--- src/rtl/btn_pkg.sv ---
// rtl/btn_pkg.sv - shared state encoding, default timing constants and counter sizing for the button debouncer
package btn_pkg;

  typedef enum logic [1:0] {
    ST_RELEASED  = 2'd0,
    ST_PRESSED   = 2'd1,
    ST_LONG_HELD = 2'd2
  } btn_state_t;

  localparam int DEFAULT_DEBOUNCE_CYCLES = 120000;
  localparam int DEFAULT_LONG_CYCLES     = 12000000;
  localparam int MAX_DEBOUNCE_W          = 20;

  // Bits needed to count 0..n-1, never less than one.
  function automatic int cnt_width(input int n);
    return (n <= 2) ? 1 : $clog2(n);
  endfunction

  localparam int DEFAULT_DEBOUNCE_W = cnt_width(DEFAULT_DEBOUNCE_CYCLES);
  localparam int DEFAULT_LONG_W     = cnt_width(DEFAULT_LONG_CYCLES);

endpackage

--- src/rtl/btn_sync.sv ---
// rtl/btn_sync.sv - two-flop synchronizer for one asynchronous pin
module btn_sync (
  input  logic CLK,
  input  logic RST_N,
  input  logic d,
  output logic q
);

  logic meta;

  always_ff @(posedge CLK) begin
    if (!RST_N) begin
      meta <= 1'b0;
      q    <= 1'b0;
    end else begin
      meta <= d;
      q    <= meta;
    end
  end

endmodule

--- src/rtl/button_debouncer.sv ---
// rtl/button_debouncer.sv - debounced level plus press, release and long-press pulses for one button
module button_debouncer
  import btn_pkg::*;
#(
  parameter int DEBOUNCE_CYCLES = DEFAULT_DEBOUNCE_CYCLES,
  parameter int LONG_CYCLES     = DEFAULT_LONG_CYCLES
) (
  input  logic CLK,
  input  logic RST_N,
  input  logic BTN,
  output logic BTN_LEVEL,
  output logic BTN_PRESS,
  output logic BTN_RELEASE,
  output logic BTN_LONG
);

  localparam int DB_W = cnt_width(DEBOUNCE_CYCLES);
  localparam int LG_W = cnt_width(LONG_CYCLES);
  localparam logic [DB_W-1:0] DB_LAST = DB_W'(DEBOUNCE_CYCLES - 1);
  localparam logic [LG_W-1:0] LG_LAST = LG_W'(LONG_CYCLES - 1);

  logic            sync;
  logic [DB_W-1:0] db_cnt, db_cnt_nxt;
  logic [LG_W-1:0] hold_cnt, hold_cnt_nxt;
  btn_state_t      state, state_nxt;
  logic            mismatch, accept;
  logic            level_nxt, press_nxt, release_nxt, long_nxt;

  btn_sync u_sync (
    .CLK   (CLK),
    .RST_N (RST_N),
    .d     (BTN),
    .q     (sync)
  );

  always_comb begin
    mismatch     = (sync != BTN_LEVEL);
    accept       = mismatch && (db_cnt == DB_LAST);
    db_cnt_nxt   = (!mismatch || accept) ? '0 : db_cnt + DB_W'(1);
    level_nxt    = accept ? sync : BTN_LEVEL;
    state_nxt    = state;
    hold_cnt_nxt = hold_cnt;
    press_nxt    = 1'b0;
    release_nxt  = 1'b0;
    long_nxt     = 1'b0;
    case (state)
      ST_RELEASED: begin
        if (accept && sync) begin
          state_nxt    = ST_PRESSED;
          hold_cnt_nxt = '0;
          press_nxt    = 1'b1;
        end
      end
      ST_PRESSED: begin
        // An accepted release outranks a long press landing on the same edge.
        if (accept && !sync) begin
          state_nxt   = ST_RELEASED;
          release_nxt = 1'b1;
        end else if (hold_cnt == LG_LAST) begin
          state_nxt = ST_LONG_HELD;
          long_nxt  = 1'b1;
        end else begin
          hold_cnt_nxt = hold_cnt + LG_W'(1);
        end
      end
      ST_LONG_HELD: begin
        if (accept && !sync) begin
          state_nxt   = ST_RELEASED;
          release_nxt = 1'b1;
        end
      end
      default: state_nxt = ST_RELEASED;
    endcase
  end

  always_ff @(posedge CLK) begin
    if (!RST_N) begin
      state       <= ST_RELEASED;
      db_cnt      <= '0;
      hold_cnt    <= '0;
      BTN_LEVEL   <= 1'b0;
      BTN_PRESS   <= 1'b0;
      BTN_RELEASE <= 1'b0;
      BTN_LONG    <= 1'b0;
    end else begin
      state       <= state_nxt;
      db_cnt      <= db_cnt_nxt;
      hold_cnt    <= hold_cnt_nxt;
      BTN_LEVEL   <= level_nxt;
      BTN_PRESS   <= press_nxt;
      BTN_RELEASE <= release_nxt;
      BTN_LONG    <= long_nxt;
    end
  end

endmodule

--- config.mk ---
export PLATFORM = sky130hd
export DESIGN_NAME = button_debouncer
export DESIGN_NICKNAME = d
export VERILOG_FILES = /design/src/rtl/btn_pkg.sv /design/src/rtl/btn_sync.sv /design/src/rtl/button_debouncer.sv
export SDC_FILE = /design/constraint.sdc
export NUM_CORES = 1
export LEC_CHECK = 0
export CORE_MARGIN = 10
export CORE_UTILIZATION = 30
export CTS_BUF_LIST = sky130_fd_sc_hd__clkbuf_16
export CTS_CLUSTER_SIZE = 28
export DETAILED_ROUTE_END_ITERATION = 8
export PLACE_DENSITY = 0.56
export SLEW_MARGIN = 25
export SYNTH_ARGS = -nofsm -noshare
export SYNTH_HDL_FRONTEND = slang
export SYNTH_SLANG_ARGS = --single-unit
--- constraint.sdc ---
create_clock -name CLK -period 3.13 [get_ports CLK]
set_input_delay 0.7825 -clock CLK [delete_from_list [all_inputs] [get_ports CLK]]
set_output_delay 0.7825 -clock CLK [all_outputs]
set_load 0.01 [all_outputs]
==> Yosys cells after proc, flatten, opt, wreduce, memory -nomap -nowiden <==
Index checks and enable logic that the tools add are counted.
{ "classes": {"reduce_logical": 15, "n_eq_ne": 10, "muxes": 12, "bitwise": 2, "addsub": 2} }
{ "op_table": {"columns": ["operator", "count"], "rows": [
  ["$mux 24", 3],
  ["$pmux 24 s2", 1],
  ["$add 24x1->24 const B", 1],
  ["$eq 24x24->1 const B", 1],
  ["$add 17x1->17 const B", 1],
  ["$eq 17x17->1 const B", 1],
  ["$mux 2", 4],
  ["$ne 2x2->1 const B", 4],
  ["$pmux 2 s3", 1],
  ["$reduce_and 2->1", 2],
  ["$reduce_and 4->1", 1],
  ["$reduce_or 2->1", 2],
  ["$logic_and 1x1->1", 3],
  ["$mux 1", 3],
  ["$ne 3x3->1 const B", 1],
  ["$reduce_and 3->1", 1],
  ["$reduce_or 3->1", 1],
  ["$eq 2x1->1 const B", 1],
  ["$eq 2x2->1 const B", 1],
  ["$logic_not 1->1", 2],
  ["$logic_not 2->1", 1],
  ["$not 1->1", 2],
  ["$reduce_bool 2->1", 1],
  ["$logic_or 1x1->1", 1],
  ["$ne 1x1->1", 1]
]} }
{ "totals": {"output_inout_bits": 4, "register_bits": 49, "word_cells": 50, "in_bits": 3} }

==> Logic depth before layout (Yosys ltp) <==
{ "depth": {"depth_word": 5, "depth_mapped": 9, "ltp_nobuf": 8} }

==> By module <==
Synthesis repeated with hierarchy kept, for this count alone.
{ "unflattened": {"hier_cells": 314, "area_unflattened_um2": 2597.5} }
{ "by_module_without_submodules": {"columns": ["mod", "cells_per_inst", "n_inst", "seq_area_each_um2", "area_each_um2"], "rows": [
  ["button_debouncer", 310, 1, 940.9, 2544.9],
  ["btn_sync", 4, 1, 40.0, 52.6]
]} }

==> Worst setup path before layout <==
Ideal clock, no wire load.
{ "synth_path": {"kind": "register -> register", "start": "register db_cnt[0]", "end": "register hold_cnt[22]", "path_buffers": 3, "setup_ps": 67, "required_ps": 3063, "t_arrival_ps": 2134, "path_stages_with_launch": 10, "setup_slack_ps": 929, "period_less_slack_ps": 2201, "path_cell_list": "dfxtp_1 > ha_1 > and4_4 > buf_6 > and3_1 > buf_6 > or4_4 > buf_6 > or3_1 > o21ai_2"} }
{ "synth_via": {"elab_chain_len": 5, "elab_cells_between_ends": 7, "cone_classes": "eq/ne: 3; reduce/logical: 4"} }
{ "synth_rtl": {"columns": ["item", "line", "rtl"], "rows": [
  ["start, declared", "button_debouncer.sv:23", "logic [DB_W-1:0] db_cnt, db_cnt_nxt;"],
  ["start signal, assigned", "button_debouncer.sv:87", "db_cnt <= db_cnt_nxt;"],
  ["$eq 17x17->1 (*)", "button_debouncer.sv:38", "accept = mismatch && (db_cnt == DB_LAST);"],
  ["$logic_and 1x1->1 (*)", "button_debouncer.sv:38", null],
  ["$logic_and 1x1->1, on equally long branches", "button_debouncer.sv:56, button_debouncer.sv:48", null],
  ["$ne 2x2->1 (no source line)", null, null],
  ["$reduce_and 4->1 (no source line) (*)", null, null],
  ["end signal, assigned", "button_debouncer.sv:88", "hold_cnt <= hold_cnt_nxt;"],
  ["end, declared", "button_debouncer.sv:24", "logic [LG_W-1:0] hold_cnt, hold_cnt_nxt;"]
]} }
Every way passes the cells marked *; elsewhere a longest branch is shown, timed or not.
A chain may end at the register's enable or synchronous reset.

==> Worst setup path in the final report <==
{ "layout_path": {"start": "register hold_cnt[8]", "end": "register hold_cnt[7]"} }
{ "layout_via": {"elab_chain_len": 3} }
{ "layout_rtl": {"columns": ["item", "line", "rtl"], "rows": [
  ["$eq 24x24->1", "button_debouncer.sv:59", "end else if (hold_cnt == LG_LAST) begin"],
  ["$ne 2x2->1 (no source line)", null, null],
  ["$reduce_and 4->1 (no source line)", null, null]
]} }
Every way passes these cells.

==> flow_metrics.tcl <==
set metrics [dict create \
    gr-total-overflow 0 \
    static-leakage-power_nw 0.9404 \
    dpl_worst_slack_ps 561.2 \
    dieArea_sq_um 12650 \
    die_width_um 112.5 \
    synthCells 297 \
    crit_path_end_kind "flip-flop" \
    hold_violations 0 \
    p_switching_w 0.0002496 \
    synth_cell_types 51 \
    wl_um 5903 \
    layout-drive-gt1-share 0.09772 \
    critPathKind "reg2reg" \
    dr.pass1.iters 4 \
    cts_max_path_buffers 2 \
    yosysWarnings 0 \
    critPathMaxStageDelay_ps 650 \
    synthArstFlopShare 0 \
    ys.flop_type "dfxtp_1" \
    postCtsSetupBuffers 0 \
    p_total_w 0.001259 \
    vias 2232 \
    clk_latency_ps 290 \
    slew_violations 0 \
    synth_edf_count 0 \
    stdcell_count 412 \
    core_sq_um 8258 \
    globalplace.congestion 0.7680 \
    dpl.cell_count 404 \
    dr.first_iter.drc_count 101 \
    tns_ps 0 \
    cts.sinks 49 \
    hold_buffers 0 \
    grtUsageTotal 0.09202 \
    fmax_ghz 0.4135 \
    layout.nets 314 \
    rsz0062_at_grt "no" \
    crit_chain "or4b_2 -> nor4_1 -> a32oi_1 -> o21ai_0 -> a22oi_1 -> o21ai_1" \
    power_density_nw_per_um2 432.2 \
    start_kind "flip-flop" \
    clock-skew-final_ps 4.784 \
    yosysSeqAreaShare 0.3823 \
    p_clk_frac 0.488 \
    synth_nets 305 \
    grt_max_degree 19 \
    dpl.hpwl_um 4051 \
    period_share 0.7726 \
    cts_tree "built" \
    peakVddDrop_mv 0.1848 \
    ant_nets 0 \
    setup_slack_ps 711.8 \
    maxCapViolCount 0 \
    seqPwrFrac 0.497 \
    initial_core_util 0.3108 \
    n_antenna_cell 0 \
    pwr-share-comb 0.015 \
    cts_repair_resize_count 0 \
    hp-class "reg2reg" \
    timing.hold.ws_ps 436.8 \
    ios 7 \
    cellInternalPower_w 0.001010 \
    worst_pin_slew_ps 608.6 \
    routedWlPerCell_um 14.33 \
    netlist_area_sq_um 2566 \
    rows 33 \
    clk_pin_slew_ps 70 \
    port_buffers 6 \
    nFillCells 900 \
    synth_seq_cells 49 \
    antenna_found_initial 0 \
    syn_area_per_cell_sq_um 8.640 \
    drc 0 \
    crit_fanout 6 \
    finalSetupViolCount 0 \
    cts_buffers 5 \
    syn2layout_area_growth_pct 13.55 \
    crit_path_top_delay_cell "or4b_2" \
    die_h_um 112.5 \
    switching_share 0.1982 \
    via_per_inst 5.417 \
    fin_crit_ps 2418 \
    grt_pass1_vias 2158 \
    root_buffer "clkbuf_16" \
    slew_headroom 0.5900 \
    cp.required_ps 3350 \
    htreeDepth 2 \
    cp.arrival_ps 2640 \
    grt_first_pass_wirelength_um 10190 \
    status "finished clean" \
]
-- registers in the layout, indices dropped and copies added, names as in the netlist --
register and cells:
BTN_LEVEL 1, BTN_LONG 1, BTN_PRESS 1, BTN_RELEASE 1, db_cnt 17, hold_cnt 24, state 2, u_sync.meta 1
u_sync.q 1
-- kinds of logic (layout without fill, tap and decap cells) --
logic type,Yosys count,count (layout),synth area share
compound gates,67,67,0.1926
mux,1,1,0.003901
simple gates,137,137,0.2965
flops,49,49,0.3823
xor+xnor,17,17,0.05802
fa+ha+maj,5,5,0.02438
buf+inv,21,31,0.04242
-- placed cells by master, fill, tap and decap left out, types with 6 or more instances in the layout --
master	Yosys	routed
dfxtp_1	49	49
nand2_1	30	30
nor2_1	24	24
nand3_1	21	21
o21ai_0	15	15
xor2_1	14	14
nand4_1	11	11
a21oi_1	11	11
and3_1	10	10
inv_1	8	8
buf_4	0	8
o31ai_1	7	7
and2_1	6	6
a31oi_1	6	6
or3_1	6	6
clkdlybuf4s50_1	0	6
-- metrics by stage --
stage               area (sq um)  utilization
CTS                         2914       0.3529
detailed placement          2743       0.3321
finish                      2914       0.3529
floorplan                   2566            -
global placement            2743       0.3321
global route                2914       0.3529
-- power by group through the flow --
stage               clock [W]  sequential [W]  combinational [W]
finish               0.000614        0.000626          0.0000194
global route         0.000652        0.000625          0.0000210
CTS                  0.000634        0.000625          0.0000194
detailed placement          0        0.000640          0.0000193
global placement            0        0.000640          0.0000191
floorplan                   0        0.000640          0.0000103
-- layer usage --
layer	up-vias	share of wire	wire (um)	GRT usage
li1	1122	-	-	-
met1	1050	0.49	2895	0.1217
met2	56	0.46	2699	0.1499
met3	4	0.045	267	0.01864
met4	0	0.0068	40	0.02030
met5	-	0	0	0
-- worst max-delay path, delay by kind of cell (launching register included) --
kind / cells / cell delay [ps]
AND/OR/NAND/NOR: 2 / 1040
AO/OA/AOI/OAI: 4 / 950
flip-flops: 1 / 370
-- path summary, 6_finish.rpt --
path / startpoint / to / slack (ps) / cells after the start
setup / recovery: hold_cnt[8]$_SDFFE_PN0P_ / hold_cnt[7]$_SDFFE_PN0P_ / 710 / 6
hold / removal: u_sync.meta$_SDFF_PN0_ / u_sync.q$_SDFF_PN0_ / 440 / 1
hold reg to reg: u_sync.meta$_SDFF_PN0_ / u_sync.q$_SDFF_PN0_ / 440 / 1
setup reg to reg: hold_cnt[8]$_SDFFE_PN0P_ / hold_cnt[7]$_SDFFE_PN0P_ / 710 / 6
-- cell usage after synthesis (all sizes together) (4+ instances only) --
master | count | area share
or3 | 6 | 0.015
a21oi | 11 | 0.021
a41oi | 5 | 0.017
ha | 5 | 0.024
nand3 | 21 | 0.041
nor2 | 24 | 0.035
o31ai | 12 | 0.045
and4 | 4 | 0.015
xor2 | 14 | 0.048
nand4 | 11 | 0.027
nor3 | 5 | 0.0097
clkbuf | 8 | 0.012
dfxtp | 49 | 0.38
o21ai | 17 | 0.035
a31oi | 7 | 0.023
and3 | 10 | 0.024
inv | 8 | 0.012
buf | 4 | 0.018
nand2 | 30 | 0.044
and2 | 7 | 0.017
-- final cells by class --
type	instances	area [sq um]	share of cell area
Timing Repair Buffer	14	120.1	0.04122
Tap cell	105	131.4	0.04508
Multi-Input combinational cell	227	1476	0.5067
Sequential cell	49	980.9	0.3366
Clock buffer	5	125.1	0.04294
Clock inverter	3	46.29	0.01589
Inverter	9	33.78	0.01159
Power figures use the tool's default switching activity.
